File: src/rtl/uart_tx_arbiter_pkg.sv
// Shared definitions for the UART transmit arbiter and its transmitter.
package uart_pkg;

  typedef enum logic [1:0] {
    IDLE      = 2'd0,
    WAIT_BUSY = 2'd1,
    WAIT_DONE = 2'd2
  } arb_state_e;

  localparam int unsigned CLK_FREQ     = 50_000_000;
  localparam int unsigned UART_BPS     = 115_200;
  localparam int unsigned CLKS_PER_BIT = CLK_FREQ / UART_BPS;

endpackage

File: src/rtl/uart_tx_arbiter_if.sv
// Byte-launch handshake between the arbiter (master) and uart_tx (slave).
interface uart_tx_if;
  logic [7:0] uart_tx_data;
  logic       uart_tx_en;
  logic       uart_tx_busy;

  modport master (output uart_tx_data, output uart_tx_en, input uart_tx_busy);
  modport slave  (input uart_tx_data, input uart_tx_en, output uart_tx_busy);
endinterface

File: src/rtl/uart_tx_arbiter_rr_pick.sv
// Combinational round-robin picker: first requester after 'last', wrapping.
module rr_pick #(
  parameter  int unsigned NUM_REQ = 4,
  localparam int unsigned IDW     = $clog2(NUM_REQ)
) (
  input  logic [NUM_REQ-1:0] req,
  input  logic [IDW-1:0]     last,
  output logic [NUM_REQ-1:0] gnt_onehot,
  output logic [IDW-1:0]     gnt_idx,
  output logic               any
);

  // Scan last+1 .. last+NUM_REQ modulo NUM_REQ, keep the first hit
  always_comb begin
    int unsigned idx;
    logic [IDW-1:0] idx_w;
    gnt_onehot = '0;
    gnt_idx    = '0;
    any        = 1'b0;
    for (int unsigned k = 1; k <= NUM_REQ; k++) begin
      idx   = (32'(last) + k) % NUM_REQ;
      idx_w = IDW'(idx);
      if (!any && req[idx_w]) begin
        any               = 1'b1;
        gnt_idx           = idx_w;
        gnt_onehot[idx_w] = 1'b1;
      end
    end
  end

endmodule

File: src/rtl/uart_tx_arbiter.sv
// Round-robin arbiter sharing one uart_tx among NUM_REQ byte sources.
module uart_tx_arbiter
  import uart_pkg::*;
#(
  parameter  int unsigned NUM_REQ      = 4,
  parameter  int unsigned BUSY_TIMEOUT = 8,
  localparam int unsigned IDW          = $clog2(NUM_REQ)
) (
  input  logic                 clk,
  input  logic                 rst_n,
  input  logic [NUM_REQ-1:0]   req_valid,
  input  logic [8*NUM_REQ-1:0] req_data,
  output logic [NUM_REQ-1:0]   req_ack,
  output logic [NUM_REQ-1:0]   req_done,
  output logic                 tx_err,
  output logic                 arb_busy,
  output logic [IDW-1:0]       owner,
  uart_tx_if.master            tx
);

  localparam logic [7:0] TMO_LAST = 8'(BUSY_TIMEOUT - 1);

  arb_state_e         state_q, state_d;
  logic [IDW-1:0]     last_q, last_d;
  logic [7:0]         cnt_q, cnt_d;
  logic [NUM_REQ-1:0] ack_q, ack_d;
  logic [NUM_REQ-1:0] done_q, done_d;
  logic               err_q, err_d;
  logic               en_q, en_d;
  logic [7:0]         data_q, data_d;
  logic [IDW-1:0]     owner_q, owner_d;
  logic               abusy_q, abusy_d;

  logic [NUM_REQ-1:0] pick_oh;
  logic [IDW-1:0]     pick_idx;
  logic               pick_any;
  logic               grant;

  rr_pick #(.NUM_REQ(NUM_REQ)) u_pick (
    .req        (req_valid),
    .last       (last_q),
    .gnt_onehot (pick_oh),
    .gnt_idx    (pick_idx),
    .any        (pick_any)
  );

  // A foreign launch (busy while idle) blocks granting until it ends
  assign grant = (state_q == IDLE) && pick_any && !tx.uart_tx_busy;

  // State and registered outputs
  always_ff @(posedge clk or negedge rst_n) begin
    if (!rst_n) begin
      state_q <= IDLE;
      last_q  <= IDW'(NUM_REQ - 1);
      cnt_q   <= '0;
      ack_q   <= '0;
      done_q  <= '0;
      err_q   <= 1'b0;
      en_q    <= 1'b0;
      data_q  <= '0;
      owner_q <= '0;
      abusy_q <= 1'b0;
    end else begin
      state_q <= state_d;
      last_q  <= last_d;
      cnt_q   <= cnt_d;
      ack_q   <= ack_d;
      done_q  <= done_d;
      err_q   <= err_d;
      en_q    <= en_d;
      data_q  <= data_d;
      owner_q <= owner_d;
      abusy_q <= abusy_d;
    end
  end

  // Next-state logic
  always_comb begin
    state_d = state_q;
    unique case (state_q)
      IDLE:      if (grant) state_d = WAIT_BUSY;
      WAIT_BUSY: begin
        if (tx.uart_tx_busy)        state_d = WAIT_DONE;
        else if (cnt_q == TMO_LAST) state_d = IDLE;
      end
      WAIT_DONE: if (!tx.uart_tx_busy) state_d = IDLE;
      default:   state_d = IDLE;
    endcase
  end

  // Next values of the registered outputs, counter and last grant
  always_comb begin
    ack_d   = '0;
    done_d  = '0;
    err_d   = 1'b0;
    en_d    = 1'b0;
    data_d  = data_q;
    owner_d = owner_q;
    last_d  = last_q;
    cnt_d   = cnt_q;
    abusy_d = (state_d != IDLE);
    unique case (state_q)
      IDLE: begin
        if (grant) begin
          data_d  = req_data[8*pick_idx +: 8];
          en_d    = 1'b1;
          ack_d   = pick_oh;
          owner_d = pick_idx;
          last_d  = pick_idx;
          cnt_d   = '0;
        end
      end
      WAIT_BUSY: begin
        if (!tx.uart_tx_busy) begin
          if (cnt_q == TMO_LAST) err_d = 1'b1;
          else                   cnt_d = cnt_q + 8'd1;
        end
      end
      WAIT_DONE: begin
        if (!tx.uart_tx_busy) done_d[owner_q] = 1'b1;
      end
      default: ;
    endcase
  end

  assign req_ack         = ack_q;
  assign req_done        = done_q;
  assign tx_err          = err_q;
  assign arb_busy        = abusy_q;
  assign owner           = owner_q;
  assign tx.uart_tx_en   = en_q;
  assign tx.uart_tx_data = data_q;

endmodule
File: src/flat_wrapper.sv
// flat-port wrapper written by rule: the top's interface ports become plain ports
module uart_tx_arbiter_flat import uart_pkg::*;
#(
  parameter  int unsigned NUM_REQ      = 4,
  parameter  int unsigned BUSY_TIMEOUT = 8,
  localparam int unsigned IDW          = $clog2(NUM_REQ)
)
  (clk, rst_n, req_valid, req_data, req_ack, req_done, tx_err, arb_busy, owner, tx_uart_tx_data, tx_uart_tx_en, tx_uart_tx_busy);
  uart_tx_if tx_i ();
  input  logic clk;
  input  logic rst_n;
  input  logic [NUM_REQ-1:0] req_valid;
  input  logic [8*NUM_REQ-1:0] req_data;
  output logic [NUM_REQ-1:0] req_ack;
  output logic [NUM_REQ-1:0] req_done;
  output logic tx_err;
  output logic arb_busy;
  output logic [IDW-1:0] owner;
  output wire logic [$bits(tx_i.uart_tx_data)-1:0] tx_uart_tx_data;
  output wire logic [$bits(tx_i.uart_tx_en)-1:0] tx_uart_tx_en;
  input wire logic [$bits(tx_i.uart_tx_busy)-1:0] tx_uart_tx_busy;
  assign tx_uart_tx_data = tx_i.uart_tx_data;
  assign tx_uart_tx_en = tx_i.uart_tx_en;
  assign tx_i.uart_tx_busy = tx_uart_tx_busy;
  uart_tx_arbiter #(.NUM_REQ(NUM_REQ), .BUSY_TIMEOUT(BUSY_TIMEOUT)) u_core (.clk(clk), .rst_n(rst_n), .req_valid(req_valid), .req_data(req_data), .req_ack(req_ack), .req_done(req_done), .tx_err(tx_err), .arb_busy(arb_busy), .owner(owner), .tx(tx_i));
endmodule
File: config.mk
export PLATFORM = sky130hd
export DESIGN_NAME = uart_tx_arbiter_flat
export DESIGN_NICKNAME = d
export VERILOG_FILES = /design/src/rtl/uart_tx_arbiter_pkg.sv /design/src/rtl/uart_tx_arbiter_if.sv /design/src/rtl/uart_tx_arbiter_rr_pick.sv /design/src/rtl/uart_tx_arbiter.sv /design/src/flat_wrapper.sv
export SDC_FILE = /design/constraint.sdc
export NUM_CORES = 1
export LEC_CHECK = 0
export CAP_MARGIN = 10
export CORE_MARGIN = 2
export CORE_UTILIZATION = 63
export CTS_CLUSTER_SIZE = 24
export DETAILED_ROUTE_END_ITERATION = 12
export DONT_BUFFER_PORTS = 1
export GPL_ROUTABILITY_DRIVEN = 0
export PLACE_DENSITY = 0.83
export SYNTH_ARGS = -nofsm -noshare
export SYNTH_HDL_FRONTEND = slang
export SYNTH_SLANG_ARGS = --single-unit
File: constraint.sdc
create_clock -name clk -period 3.66 [get_ports clk]
set_input_delay 0.549 -clock clk [delete_from_list [all_inputs] [get_ports clk]]
set_output_delay 0.549 -clock clk [all_outputs]
set_load 0.01 [all_outputs]
* Word level (Yosys, flattened, before mapping)
Cells that the tools add are included.
Operators by class: equality and inequality tests 6, bitwise operators 3, mux-type cells 48, order comparisons 10, $add $sub $neg 5, shift operators 1, reduce and logical (&&, ||, !) cells 19, divide/modulo/power cells 0, multiply operators 0
Operator list (count):
- 2-to-1 mux 4 bit | 8
- variable part select 32 x 6 -> 8 bit | 1
- 2-to-1 mux 8 bit | 3
- 2-to-1 mux 1 bit | 18
- 2-to-1 mux 2 bit | 8
- one-hot mux 8 bit (2 select lines) | 1
- < comparator 2 x 3 -> 1 bit (second input constant) | 5
- OR 4 bit | 3
- demux 1 bit (select 2 bit) | 5
- >= comparator 2 x 1 -> 1 bit (second input constant) | 5
- logical AND 1 bit | 10
- adder 8 x 1 -> 8 bit (second input constant) | 1
- binary-select mux 1 bit (select 2 bit) | 4
- equality test 8 x 3 -> 1 bit (second input constant) | 1
- one-hot mux 2 bit (3 select lines) | 1
- adder 2 x 1 -> 2 bit (second input constant) | 2
- adder 2 bit (second input constant) | 2
- logical NOT 1 bit | 4
- inequality test 2 bit (second input constant) | 2
- AND reduction 4 bit | 1
- nonzero test 2 bit | 2
- equality test 2 x 1 -> 1 bit (second input constant) | 1
- equality test 2 bit (second input constant) | 1
- logical NOT 2 bit | 1
- 2 further kinds | 2
Word-level totals: memory bits (writable) 0, latch bits 0, bits in registers 33, bits in read-only memories 0, word-level logic and storage cells 102, memories 0, output and inout bits 21

* Logic depth before layout (Yosys ltp)
Gate-level depths: netlist of the first run.
depth after elaboration 18, depth in mapped cells 12, depth with buffers taken out 8

* Modules after synthesis
Synthesis of the first run repeated with hierarchy kept, for this count alone.
Unflattened totals: cells, all modules 204, area total of the unflattened synthesis 2090.8 um^2
Modules (own cells, without submodules):
- uart_tx_arbiter | cells an instance 136, area an instance 1565.3 um^2, instances 1
- rr_pick | cells an instance 68, area an instance 525.5 um^2, instances 1

* Worst setup path after synthesis of the first run
No wires, ideal clock.
path kind register to register, start register u_core.last_q[1], end register u_core.data_q[6], in the netlist u_core.tx.uart_tx_data[6], clock period less this slack 3.168 ns, path buffers 3, setup slack 0.492 ns, data arrival time 3.043 ns, stages on the path, launching flop included 12, path through dfstp_2 -> clkbuf_1 -> inv_1 -> ha_1 -> clkbuf_1 -> mux2i_1 -> a31oi_1 -> a21oi_4 -> buf_6 -> mux2i_1 -> mux2i_1 -> mux2_2
Between the ends: cells in the longest elaborated chain, start to end 16, elaborated cells on any way between the ends 30
Ends and longest elaborated chain:
- from (decl) | RTL line uart_tx_arbiter.sv:24 | logic [IDW-1:0] last_q, last_d;
- from (signal assigned) | RTL line uart_tx_arbiter.sv:54 | last_q <= IDW'(NUM_REQ - 1);
- from (signal assigned) | RTL line uart_tx_arbiter.sv:65 | last_q <= last_d;
- branches (longest 16 deep; another with adder 2 x 1 -> 2 bit)
- to (signal assigned) | RTL line uart_tx_arbiter.sv:71 | data_q <= data_d;
- to (decl) | RTL line uart_tx_arbiter.sv:30 | logic [7:0] data_q, data_d;
Parallel ways; which one is timed is not known. The select of a mux whose other input is x is not followed. A chain may end at the register's enable or synchronous reset.

* Worst setup path after layout of the first run
start register u_core.last_q[0], end register u_core.data_q[0], in the netlist u_core.tx.uart_tx_data[0]
The elaborated chain is that of the path after synthesis.

==> results.cfg, run 1 <==
[yosys]
synth_area_leader_cell = dfrtp_1
syn-instance-count = 185
synth.top_cells.by_area = dfrtp_1, mux2i_1, mux2_2
ys.flop_type = dfrtp_1
synthDistinctLibCells = 40
async_flop_share = 1.00
synth_area_sq_um = 2040
synth_seq_area_share = 0.407
synth_top_area_frac = 0.381
synth_nets = 233
avgSynthCellArea_sq_um = 11.0
yosys_warnings = 0
synth_edf_count = 0
synth_seq_cells = 33

[grt]
grtUsageTotal = 0.245
grt_pass1_vias = 1442
grt_antenna_before_repair = 0
grt_pass1_wl_um = 6470
grt_overflow = 0
grt_start_max_net_pins = 32

[clocking]
cts-root-buf = clkbuf_4
clock_sinks = 33
cts_tree = built
clock_latency_ps = 340
cts_max_level = 2
cts_setup_buffers = 0
clock_path_buffers = 2
clkTransAtPathRegs_ps = 90
cts_buffers = 5

[pwr]
ir_drop_v = 0.000636
p_leak_nw = 0.964
power_w = 0.00192
power_density_nw_per_um2 = 908

[floorplan]
start_util = 0.667
die_area_sq_um = 3700
die_width_um = 60.9
io_pins = 60
num_rows = 20
core_sq_um = 3050
die_height_um = 60.9

[layout]
utilization = 0.693
layout-drive-gt1-share = 0.151
n_antenna_cell = 0
mostFrequentLayoutCells = dfrtp_1, mux2i_1, nor2_1
fin_nets = 232
final_common_cell = dfrtp_1
fin_area_sq_um = 2110
syn2layout_area_growth_pct = 3.81

[worst_setup_path]
crit_path_end_kind = flop
cp-startpoint = u_core.last_q[0]
worstPathArrival_ps = 3580
critPathTopFamily = multiplexers
cpMaxStageDelayCell = a21boi_2
worstSetupPathType = flop to flop
max_stage_delay_ps = 760
r2r_start = u_core.last_q[0]
worstPathMaxFanout = 24
crit_required_ps = 3890
crit_path_cell_trace = inv_1 -> ha_1 -> mux4_2 -> or3_1 -> inv_2 -> a21boi_2 -> mux2_2
cp-start-kind = flop
path_buf_inv = 2

[timing]
relSlewSlack = 0.316
fin_hold_ws_ps = 21.1
rsz0062_at_grt = no
fin_skew_ps = 8.59
fin_tns_setup_ps = 0
setup_viol = 0
tightest_slew_ps = 1020
hold_violations = 0
fmax_mhz = 299
slew_viol_final = 0
finalCriticalPeriod_ps = 3350
min_period_over_period = 0.915

[drt]
drc_errors = 0
drt-total-wl_um = 3820
drt-vias-per-instance = 6.18
wl_per_cell_um = 16.7
num_vias = 1415
ant_nets = 0
dr.pass1.iters = 4
drt_iter0_drc = 46

[status]
status = finished, final reports clean

[flow_run]
maxCapViolCount = 0

[placement]
place_area_sq_um = 2050
port_buffers = 0
dp_hpwl_um = 2810

[worst_hold_path]
hold_path_class = primary input to async pin
==> registers in the layout, summed over array words and instances (netlist names) <==
register                cells
u_core.arb_busy             1
u_core.cnt_q                8
u_core.last_q               2
u_core.owner                2
u_core.req_ack              4
u_core.req_done             4
u_core.state_q              2
u_core.tx.uart_tx_data      8
u_core.tx.uart_tx_en        1
u_core.tx_err               1
==> repair_timing <==
action / in CTS / in global routing
hold endpoints to repair: 31 / 0
resized for setup: 0 / 0
hold buffers: 1 / 0
==> worst paths after layout <==
kind                       cells past startpoint                        end  slack (ps)
setup / recovery                               7  u_core.tx.uart_tx_data[0]         310
hold / removal                                 1         u_core.req_done[1]          20
setup reg to reg                               7  u_core.tx.uart_tx_data[0]         310
hold reg to reg                                2            u_core.cnt_q[7]         560
max in group asynchronous                      1  u_core.tx.uart_tx_data[4]        3480
min in group clk                               1              u_core.tx_err         280
==> worst register-to-register path, cell delays in order (launching register included) <==
cell	delay [ps]
dfstp_2	730
inv_1	240
ha_1	480
mux4_2	360
or3_1	180
inv_2	60
a21boi_2	760
mux2_2	430
==> metal layers <==
metal	global-route usage	routed length, um
met5	0	0
met1	0.281	1520
met4	0.118	121
met3	0.100	314
met2	0.398	1870
==> synth_stat cells (4+ instances only) <==
cell type,n
a21oi_1,4
a221oi_1,4
a22oi_1,5
buf_2,4
clkbuf_1,4
dfrtp_1,31
ha_1,9
mux2_2,11
mux2i_1,29
nand2_1,6
nor2_1,23
nor2b_1,5
nor3_1,4
xnor2_1,4
xor2_1,5
==> power by group <==
part / internal, W / total, W / switching (W)
combinational: 0.000518 / 0.00106 / 0.000538
clock: 0.0000764 / 0.000188 / 0.000112
sequential: 0.000495 / 0.000674 / 0.000179
total: 0.00109 / 0.00192 / 0.000829
==> per-stage QoR <==
step | std cells | setup slack, ps
3_3_place_gp | 220 | 468
6_report | 229 | 311
2_1_floorplan | 185 | 492
4_1_cts | 229 | 314
5_1_grt | 229 | 63.2
3_5_place_dp | 220 | 332
==> cells by family after synthesis <==
family          after synthesis  share of synthesized area
simple gates                 52                      0.123
mux                          44                      0.242
flops                        33                      0.407
compound gates               23                     0.0946
buf+inv                      15                     0.0393
xor+xnor                      9                     0.0387
fa+ha+maj                     9                     0.0553
==> cell type report <==
class / instances / area [sq um]
tap: 44 / 55.1
fill: 245 / 938
clock buffer: 8 / 48.8
inverter: 4 / 15.0
timing repair buffer: 3 / 35.0
sequential: 33 / 828
multi-input combinational: 137 / 1130
Power figures use the tool's default switching activity.
==> run 2, diff against run 1 <==
==> constraint.sdc (replaced) <==
create_clock -name clk -period 3.66 [get_ports clk]
set_input_delay 0.366 -clock clk [delete_from_list [all_inputs] [get_ports clk]]
set_output_delay 0.366 -clock clk [all_outputs]
set_load 0.01 [all_outputs]
==> results.cfg, run 2 (same netlist as run 1, synthesis figures left out) <==
[pwr]
p_seq_frac = 0.352
switching_share = 0.433
ir_drop_v = 0.000636
p_leak_nw = 0.968
power_frac_comb = 0.550
power_frac_clock = 0.098
p_sw_w = 0.000832
power_density_nw_per_um2 = 905
internal_power_w = 0.00109

[grt]
grt_antenna_before_repair = 0
grt_start_max_net_pins = 34
grtUsageTotal = 0.243
grt_pass1_vias = 1467
grt_pass1_wl_um = 6430
grt_overflow = 0

[worst_setup_path]
crit_path_end_kind = flop
worstPathMaxFanout = 24
worstSetupPathType = flop to flop
cp-start-kind = flop
r2r_start = u_core.last_q[0]
cp-startpoint = u_core.last_q[0]
worstRegToRegCells = 7
r2r_end = u_core.tx.uart_tx_data[0]
reg2reg_slack_ps = 320
crit_path_end = u_core.tx.uart_tx_data[0]
crit_required_ps = 3890
worstPathArrival_ps = 3570

[layout]
fin_area_sq_um = 2120
fill_cells = 244
final_common_cell = dfrtp_1
layout-drive-gt1-share = 0.151
n_antenna_cell = 0
mostFrequentLayoutCells = dfrtp_1, mux2i_1, nor2_1
syn2layout_area_growth_pct = 4.30
instances_no_fill = 230
fin_nets = 233

[floorplan]
num_rows = 20
core_sq_um = 3050
io_pins = 60
die_height_um = 60.9
die_width_um = 60.9
start_util = 0.667
die_area_sq_um = 3700

[timing]
setup_ws_ps = 320
slew_viol_final = 0
rsz0062_at_grt = no
tightest_slew_ps = 1020
fin_skew_ps = 9.21
finalCriticalPeriod_ps = 3340
fmax_mhz = 299
fin_tns_setup_ps = 0
setup_viol = 0
fin_hold_ws_ps = 101
hold_violations = 0
relSlewSlack = 0.319
min_period_over_period = 0.912

[clocking]
cts-resized-gates = 0
cts-root-buf = clkbuf_4
cts_tree = built
clock_path_buffers = 2
cts_setup_buffers = 0
clkTransAtPathRegs_ps = 90
clock_sinks = 33
cts_buffers = 5
clock_latency_ps = 340
cts_max_level = 2

[worst_hold_path]
hold_path_class = primary input to flop

[drt]
drc_errors = 0
wl_per_cell_um = 16.6
drt-total-wl_um = 3820
drt-vias-per-instance = 6.17
drt_iter0_drc = 34
ant_nets = 0
dr.pass1.iters = 4
num_vias = 1419

[placement]
port_buffers = 0
dp_hpwl_um = 2810
place_area_sq_um = 2050
dp.cells = 220
pre_cts_slack_ps = 332

[flow_run]
maxCapViolCount = 0

[status]
status = finished, final reports clean
[run 2: changes by cell type in the layout (fill, tap and decap cells not counted)]
cell / delta
dlygate4sd3_1: +1
[run 2: how the worst min path moves through the flow]
| stage | end | start | cells past startpoint |
|---|---|---|---|
| floorplan | u_core.arb_busy | rst_n | 0 |
| global placement | u_core.req_ack[0] | rst_n | 0 |
| detailed placement | u_core.req_ack[0] | rst_n | 0 |
| CTS | u_core.tx_err | tx_uart_tx_busy | 1 |
| global route | u_core.tx_err | tx_uart_tx_busy | 1 |
| finish | u_core.tx_err | tx_uart_tx_busy | 1 |
[run 2: area by class of cell]
type                       instances  area [sq um]  share of cell area
clock buffer                       8          48.8              0.0230
tap                               44          55.1              0.0259
multi-input combinational        137          1130               0.533
sequential                        33           828               0.390
inverter                           4          15.0             0.00707
timing repair buffer               4          45.0              0.0212
[run 2: what timing repair did]
action / in CTS / in global routing
setup endpoints to repair: 0 / 0
hold endpoints to repair: 33 / 0
hold buffers: 2 / 0
[run 2: worst max-delay path, stage by stage (launching register included)]
cell	delay, ps
dfstp_2	730
inv_1	240
ha_1	480
mux4_2	360
or3_1	180
inv_2	60
a21boi_2	760
mux2_2	420
[run 2: through the flow]
step           power (W)  utilization
2_1_floorplan    0.00158            -
3_3_place_gp     0.00167        0.670
3_5_place_dp     0.00173        0.670
4_1_cts          0.00193        0.696
5_1_grt          0.00209        0.696
6_report         0.00192        0.696
[run 2: power by group through the flow]
stage	combinational [W]	clock, W	sequential (W)
2_1_floorplan	0.000964	0	0.000615
3_3_place_gp	0.000999	0	0.000671
3_5_place_dp	0.00105	0	0.000681
4_1_cts	0.00106	0.000197	0.000674
5_1_grt	0.00117	0.000214	0.000699
6_report	0.00106	0.000188	0.000676
[run 2: layer usage]
layer	global-route usage	vias to the layer above	part of all wire
li1	-	659	-
met1	0.266	657	0.39
met2	0.399	92	0.48
met3	0.107	11	0.098
met4	0.127	0	0.027
met5	0	-	0
